===== src/rtl/single_midi_out.sv =====
// single_midi_out: queued 8N1 MIDI serial transmitter.
// Bytes are written into a small FIFO and sent LSB first with one start bit
// and one stop bit; back-to-back frames are sent with no idle gap.
// Optional feature: define MIDI_RUNNING_STATUS_EN to drop repeated channel
// status bytes (running-status suppression).
module single_midi_out #(
   parameter int BYTE_W     = 8,
   parameter int MIDI_BAUD  = 31250,
   parameter int SYSCLK_F   = 48000000,
   parameter int FIFO_DEPTH = 4
) (
   input  logic              sys_clk,
   input  logic              sys_rst_n,
   input  logic [BYTE_W-1:0] data_tx,
   input  logic              tx_valid,
   output logic              tx_ready,
   output logic              MIDI_OUT,
   output logic              busy
);

   localparam int CLK_PER_BIT = SYSCLK_F / MIDI_BAUD;
   localparam int PTR_W       = $clog2(FIFO_DEPTH);
   localparam int CNT_W       = PTR_W + 1;
   localparam int BIT_W       = $clog2(BYTE_W) + 1;

   localparam logic [10:0]      BIT_END  = 11'(CLK_PER_BIT - 1);
   localparam logic [CNT_W-1:0] FULL     = CNT_W'(FIFO_DEPTH);
   localparam logic [BIT_W-1:0] LAST_BIT = BIT_W'(BYTE_W - 1);

   typedef enum logic [1:0] {IDLE, START, DATA, STOP} state_t;

   state_t            state_q, state_d;
   logic [BYTE_W-1:0] fifo_q [FIFO_DEPTH];
   logic [BYTE_W-1:0] fifo_d [FIFO_DEPTH];
   logic [PTR_W-1:0]  wr_ptr_q, wr_ptr_d;
   logic [PTR_W-1:0]  rd_ptr_q, rd_ptr_d;
   logic [CNT_W-1:0]  count_q, count_d;
   logic [BYTE_W-1:0] shift_q, shift_d;
   logic [BIT_W-1:0]  bit_cnt_q, bit_cnt_d;
   logic [10:0]       clk_cnt_q, clk_cnt_d;
   logic              midi_out_q, midi_out_d;

   logic              push;
   logic              pop;
   logic              load;
   logic              drop;
   logic              not_empty;
   logic              bit_end;
   logic [BYTE_W-1:0] head;

   assign tx_ready  = (count_q != FULL);
   assign push      = tx_valid && tx_ready;
   assign not_empty = (count_q != '0);
   assign bit_end   = (clk_cnt_q == BIT_END);
   assign head      = fifo_q[rd_ptr_q];
   assign MIDI_OUT  = midi_out_q;
   assign busy      = (state_q != IDLE) || not_empty;

`ifdef MIDI_RUNNING_STATUS_EN
   logic [BYTE_W-1:0] status_q, status_d;

   function automatic logic is_channel_status(input logic [BYTE_W-1:0] b);
      return (b >= BYTE_W'(8'h80)) && (b <= BYTE_W'(8'hEF));
   endfunction

   function automatic logic is_sys_common(input logic [BYTE_W-1:0] b);
      return (b >= BYTE_W'(8'hF0)) && (b <= BYTE_W'(8'hF7));
   endfunction

   // A repeated channel status byte is popped but never put on the line.
   assign drop = is_channel_status(head) && (head == status_q);

   // Track the last transmitted channel status; system common bytes cancel it.
   always_comb begin
      status_d = status_q;
      if (pop) begin
         if (is_channel_status(head)) begin
            status_d = head;
         end else if (is_sys_common(head)) begin
            status_d = '0;
         end
      end
   end

   // Running-status register.
   always_ff @(posedge sys_clk or negedge sys_rst_n) begin
      if (!sys_rst_n) begin
         status_q <= '0;
      end else begin
         status_q <= status_d;
      end
   end
`else
   assign drop = 1'b0;
`endif

   // Queue bookkeeping: write on accept, read on pop, count nets out on both.
   always_comb begin
      fifo_d = fifo_q;
      if (push) begin
         fifo_d[wr_ptr_q] = data_tx;
      end
      wr_ptr_d = push ? wr_ptr_q + PTR_W'(1) : wr_ptr_q;
      rd_ptr_d = pop  ? rd_ptr_q + PTR_W'(1) : rd_ptr_q;
      case ({push, pop})
         2'b10:   count_d = count_q + CNT_W'(1);
         2'b01:   count_d = count_q - CNT_W'(1);
         default: count_d = count_q;
      endcase
   end

   // Frame sequencer: next state, bit timing, shifting and popping.
   always_comb begin
      state_d   = state_q;
      shift_d   = shift_q;
      bit_cnt_d = bit_cnt_q;
      clk_cnt_d = ((state_q == IDLE) || bit_end) ? 11'd0 : clk_cnt_q + 11'd1;
      pop       = 1'b0;
      load      = 1'b0;
      case (state_q)
         IDLE: begin
            if (not_empty) begin
               pop = 1'b1;
               if (!drop) begin
                  load    = 1'b1;
                  state_d = START;
               end
            end
         end
         START: begin
            if (bit_end) begin
               state_d   = DATA;
               bit_cnt_d = '0;
            end
         end
         DATA: begin
            if (bit_end) begin
               shift_d   = shift_q >> 1;
               bit_cnt_d = bit_cnt_q + BIT_W'(1);
               if (bit_cnt_q == LAST_BIT) begin
                  state_d = STOP;
               end
            end
         end
         STOP: begin
            if (bit_end) begin
               state_d = IDLE;
               if (not_empty) begin
                  pop = 1'b1;
                  if (!drop) begin
                     load    = 1'b1;
                     state_d = START;
                  end
               end
            end
         end
         default: state_d = IDLE;
      endcase
      if (load) begin
         shift_d   = head;
         bit_cnt_d = '0;
      end
   end

   // Line level follows the current state; registered so nothing feeds through.
   always_comb begin
      case (state_q)
         START:   midi_out_d = 1'b0;
         DATA:    midi_out_d = shift_q[0];
         default: midi_out_d = 1'b1;
      endcase
   end

   // Control and line registers; reset aborts any frame and empties the queue.
   always_ff @(posedge sys_clk or negedge sys_rst_n) begin
      if (!sys_rst_n) begin
         state_q    <= IDLE;
         wr_ptr_q   <= '0;
         rd_ptr_q   <= '0;
         count_q    <= '0;
         shift_q    <= '0;
         bit_cnt_q  <= '0;
         clk_cnt_q  <= '0;
         midi_out_q <= 1'b1;
      end else begin
         state_q    <= state_d;
         wr_ptr_q   <= wr_ptr_d;
         rd_ptr_q   <= rd_ptr_d;
         count_q    <= count_d;
         shift_q    <= shift_d;
         bit_cnt_q  <= bit_cnt_d;
         clk_cnt_q  <= clk_cnt_d;
         midi_out_q <= midi_out_d;
      end
   end

   // Queue storage holds data only, so it needs no reset.
   always_ff @(posedge sys_clk) begin
      fifo_q <= fifo_d;
   end

endmodule

===== config.mk =====
export PLATFORM = sky130hd
export DESIGN_NAME = single_midi_out
export DESIGN_NICKNAME = d
export VERILOG_FILES = /design/src/rtl/single_midi_out.sv
export SDC_FILE = /design/constraint.sdc
export NUM_CORES = 1
export LEC_CHECK = 0
export CORE_ASPECT_RATIO = 0.5
export CORE_MARGIN = 5
export CORE_UTILIZATION = 40
export DETAILED_ROUTE_END_ITERATION = 16
export PLACE_DENSITY = 0.61
export REMOVE_ABC_BUFFERS = 1
export SLEW_MARGIN = 25
export SYNTH_ARGS = -nofsm -noshare
export SYNTH_HDL_FRONTEND = slang
export SYNTH_SLANG_ARGS = --single-unit

===== constraint.sdc =====
create_clock -name sys_clk -period 3.1 [get_ports sys_clk]
set_input_delay 0.775 -clock sys_clk [delete_from_list [all_inputs] [get_ports sys_clk]]
set_output_delay 0.775 -clock sys_clk [all_outputs]
set_load 0.02 [all_outputs]

Word level (Yosys, flattened, before mapping) --
Index checks and enable logic that the tools add are counted. Widths: inputs -> output; s select.
Word-level totals: word-level logic and storage cells 78, register bits after elaboration 65, bits in writable memories 0, memories 0, input port bits 11, output and inout bits 3, memory bits (read-only) 0, latch bits 0
Operators by class: multiply operators 0, add/sub/neg operators 6, bitwise logic cells 2, order comparisons 3, shifts and indexed selects 0, mux-type cells 26, equality and inequality tests 15, div/mod/pow operators 0, reductions and logical operators 14
Operators with widths (number):
- $mux 8 | 6
- $bwmux 32 | 1
- $bmux 8 s2 | 1
- $demux 8 s2 | 1
- $mux 4 | 3
- $add 11x1->11 const B | 1
- $eq 11x11->1 const B | 1
- $mux 11 | 1
- $mux 2 | 5
- $ne 2x2->1 const B | 5
- $ne 3x3->1 const B | 3
- $pmux 2 s4 | 1
- $pmux 4 s2 | 1
- $reduce_bool 2->1 | 4
- $eq 2x2->1 const B | 3
- $ge 3x3->1 const B | 2
- $not 2->3 | 2
- $pmux 3 s2 | 1
- $reduce_bool 3->1 | 2
- $reduce_and 5->1 | 1
- $add 2x1->2 const B | 2
- $add 4x1->4 const B | 1
- $eq 2x1->1 const B | 2
- $eq 4x3->1 const B | 1
- other kinds (10) | 15

Longest topological paths before layout --
depth after elaboration 6, gate-level depth with buffers 12, mapped depth without buffers 10

Worst setup path before layout --
OpenSTA, ideal clock, no wires.
path type reg-to-reg, start point register clk_cnt_q[0], end point register count_q[2], stages on the path, launching flop included 13, data arrival time 2.452 ns, buffers on the path 2, period minus slack after synthesis 2.531 ns, required time 3.021 ns, setup time 0.079 ns, setup slack 0.569 ns, cells stage by stage dfrtp_1 ha_1 and4_1 buf_6 a41oi_4 nor3_4 buf_6 ha_1 inv_1 fa_1 xor2_1 nor2_1 xor2_1
On the way: word-level cells in the longest chain between the ends 5, elaborated cells between the ends (all ways) 7, classes of those cells eq/ne (3); mux (3); reduce/logical (1)
Ends and longest elaborated chain:
- start, declared | line 40 | logic [10:0] clk_cnt_q, clk_cnt_d;
- start signal, assigned | line 192 | clk_cnt_q <= clk_cnt_d;
- $eq 11x11->1 * | line 54 | assign bit_end = (clk_cnt_q == BIT_END);
- $mux 1 * | line 146 | if (bit_end) begin
- $pmux 1 s2 *
- $eq 2x1->1 / $eq 2x2->1 (equally long branches) | line 105 | case ({push, pop})
- $pmux 3 s2 / $reduce_bool 2->1 (equally long branches)
- end signal, assigned | line 189 | count_q <= count_d;
- end, declared | line 37 | logic [CNT_W-1:0] count_q, count_d;
Mark *: on every way between the ends. The rest lies on a longest branch, timed or not. A chain may end at the register's enable or synchronous reset.

Final worst setup path --
start point register state_q[0], end point output port busy
On the way: word-level cells in the longest chain between the ends 2
Ends and longest elaborated chain:
- start, declared | line 32 | state_t state_q, state_d;
- start signal, assigned | line 186 | state_q <= state_d;
- $reduce_bool 2->1 | line 57 | assign busy = (state_q != IDLE) || not_empty;
- $logic_or 1x1->1 | line 57
- end, declared | line 18 | output logic busy
Every way passes these cells.

==> metrics.md <==
| Metric | Value |
|---|---|
| Ant. Diodes | `0` |
| Reg2Reg Depth | `10` |
| YS warnings | `0` |
| Period Utilization, post-route | `91.6%` |
| Total track usage | `12.1%` |
| I/O Buffers | `13` |
| P per Cell Area | `674 nW/um2` |
| Critical path class | `flip-flop to output pin` |
| Die W | `133 um` |
| Worst setup SP type | `flip-flop` |
| Setup TNS | `0 ps` |
| Worst skew pair latency | `330 ps` |
| Routed Wire Length | `4.99 mm` |
| CP Depth | `4` |
| Hold Buf Count CTS | `0` |
| Residual DRC count | `0` |
| Ports | `14` |
| Syn Inst Count | `202` |
| Area share of the largest cell type after synthesis | `32.0%` |
| Synth area leaders | `edfxtp_1 (32%), dfrtp_1 (27%), mux4_2 (6.0%), ha_1 (4.6%), mux2_2 (3.7%)` |
| Post-CTS resize count | `0` |
| Ordered cell list for the critical path | `inv_1 > ha_1 > nand2_1 > clkdlybuf4s50_1` |
| CP peak stage delay | `560 ps` |
| Layout Cells excl Fill | `322` |
| Leakage power | `0.00139 uW` |
| Post-Syn Area | `3010 um2` |
| Vias | `1643` |
| Largest net degree at the start of global routing | `34` |
| Violation count after the first detailed-route iteration | `87` |
| Synth unique cells | `42` |
| Initial Util | `41.1%` |
| Cells after DPL | `306` |
| Post-synth top cells | `dfrtp_1 (32), edfxtp_1 (32), ha_1 (11)` |
| Tmin final | `2840 ps` |
| Primary FF master, synth | `edfxtp_1` |
| Status | `complete, no violations` |
| Syn_area_per_cell | `14.9 um2` |
| Total CTS buffers | `9` |
| Vias in the first global route | `1723` |
| Worst path top cell family by delay | `buffers and inverters` |
| Synth area leader | `edfxtp_1` |
| P&R area growth vs syn | `17.4%` |
| Max Cap Violations | `0` |
| Slew HR | `59.3%` |
| Max-slew violation count | `0` |
| CORE AREA | `7320 um2` |
| Hold Vio Cnt, Final | `0` |
| Worst-path clk slew | `60 ps` |
| Seq/Total Area, Yosys | `59.5%` |
| Die area | `9460 um2` |
| EDFF count, synth | `32` |
| Flops & latches, synth | `65` |
| Postcts setup bufs | `0` |
| Hold Crit Class | `flip-flop to flip-flop` |
| Vias per cell | `5.10` |
| Antenna violations before repair | `0` |
| Critical Path RT | `2320 ps` |
| Hpwl dp | `3.32 mm` |
| CTS tree | `done` |
| WP data arrival | `2060 ps` |
| CTS Buffer Depth | `2` |
| Setup violators final | `0` |
| Hold Path Cell Cnt | `1` |
| Final Skew | `3.32 ps` |
| Die H | `71.3 um` |
| VDD IR max | `0.394 mV` |
| First-pass GRT wire length | `8.70 mm` |
| Crit end category | `output pin` |
| Site Rows | `22` |
| Num Clock Sinks | `65` |
| RSZ-0062 raised after global routing | `false` |
| Share of cells above drive strength 1 | `22.6%` |
| Async set-reset flop share out of synthesis | `50.8%` |
| Max FO, Critical Path | `15` |
| Routed length per instance | `15.5 um` |
| WP buf/inv | `2` |
| TritonRoute pass-1 iters | `4` |
| H-tree levels | `3` |
| Clk root buf | `clkbuf_16` |
| Critical Path Slowest Stage Cell | `clkdlybuf4s50_1` |
| Measured slew at the worst slew-check pin | `610 ps` |
| Gpl congestion | `0.762` |
| Total congestion overflow | `0` |
| Post-DRT Antenna Nets | `0` |
| # nets final | `244` |
| F_max | `352 MHz` |
-- final cells by class --
cell class / instances / area [um2]
timing repair buffer: 17 / 160
fill: 654 / 3790
clock buffer: 9 / 225
multi-input combinational: 119 / 1120
clock inverter: 7 / 77.6
sequential: 65 / 1790
inverter: 9 / 33.8
tap: 96 / 120
-- per-stage QoR --
step / power [uW] / area, um2 / hold WS [ps] / worst slack, ps / util (%)
2_1_floorplan: 1270 / 2950 / 435 / 368 / -
3_3_place_gp: 1370 / 3230 / 445 / 576 / 44.1
3_5_place_dp: 1380 / 3230 / 460 / 506 / 44.1
4_1_cts: 2410 / 3530 / 468 / 234 / 48.2
5_1_grt: 2500 / 3530 / 490 / 92.3 / 48.2
6_report: 2380 / 3530 / 468 / 261 / 48.2
-- per-layer routing --
layer  GRT usage, %  vias to the layer above  routed length, um
li1               -                      789                  -
met3           3.72                       12                153
met1           14.8                      814               2350
met4           7.60                        0                136
met2           19.1                       28               2350
met5              0                        -                  0
-- sequential cells by signal, indices dropped and copies added, names as in the netlist, 2 cells and up --
signal and cells:
bit_cnt_q 4, shift_q 8, fifo_q 32, count_q 3
wr_ptr_q 2, clk_cnt_q 11, rd_ptr_q 2, state_q 2
-- power breakdown --
part | switching (uW) | leakage [uW] | internal, uW | total (uW)
Clock | 385 | 0.000147 | 630 | 1020
Sequential | 45.2 | 0.000700 | 1040 | 1080
Combinational | 162 | 0.000545 | 119 | 280
-- worst paths after layout --
check / slack (ps) / end / startpoint
hold / removal: 470 / clk_cnt_q[0]$_DFF_PN0_ / clk_cnt_q[0]$_DFF_PN0_
min in group asynchronous: 850 / count_q[0]$_DFFE_PN0P_ / sys_rst_n
hold reg to reg: 470 / clk_cnt_q[0]$_DFF_PN0_ / clk_cnt_q[0]$_DFF_PN0_
setup / recovery: 260 / busy / state_q[0]$_DFFE_PN0P_
setup reg to reg: 530 / count_q[2]$_DFFE_PN0P_ / clk_cnt_q[0]$_DFF_PN0_
max in group asynchronous: 1920 / MIDI_OUT$_DFF_PN1_ / sys_rst_n
-- kinds of logic (layout without fill, tap and decap cells) --
kind of cell | Yosys count | after routing | synth area share (%)
AO/OA/AOI/OAI | 14 | 14 | 3.66
XOR/XNOR | 14 | 14 | 4.08
adder cells (fa/ha/maj) | 12 | 12 | 5.24
buffers and inverters | 18 | 42 | 3.12
flip-flops | 65 | 65 | 59.5
multiplexers | 27 | 27 | 13.9
AND/OR/NAND/NOR | 52 | 52 | 10.5
-- layout by cell type, fill, tap and decap left out, types with 2 or more instances in the layout --
cell type | Yosys | routed
xor2_1 | 10 | 10
mux2_4 | 7 | 7
xnor2_1 | 4 | 4
mux2_2 | 10 | 10
and4_1 | 2 | 2
clkdlybuf4s50_1 | 0 | 13
nand4_1 | 2 | 2
nand2_1 | 6 | 6
mux4_2 | 8 | 8
o21ai_0 | 4 | 4
mux2i_1 | 2 | 2
nand3_1 | 6 | 6
nor3_1 | 8 | 8
inv_1 | 9 | 9
a31oi_1 | 2 | 2
buf_4 | 1 | 4
ha_1 | 11 | 11
nand3b_1 | 2 | 2
and3_1 | 7 | 7
nor2_1 | 6 | 6
nor2b_1 | 2 | 2
clkbuf_16 | 0 | 9
nand2b_1 | 2 | 2
inv_6 | 0 | 3
nand4b_1 | 2 | 2
a21oi_1 | 3 | 3
edfxtp_1 | 32 | 32
dfrtp_1 | 32 | 32
No activity file was read; power rests on OpenSTA's default activity.
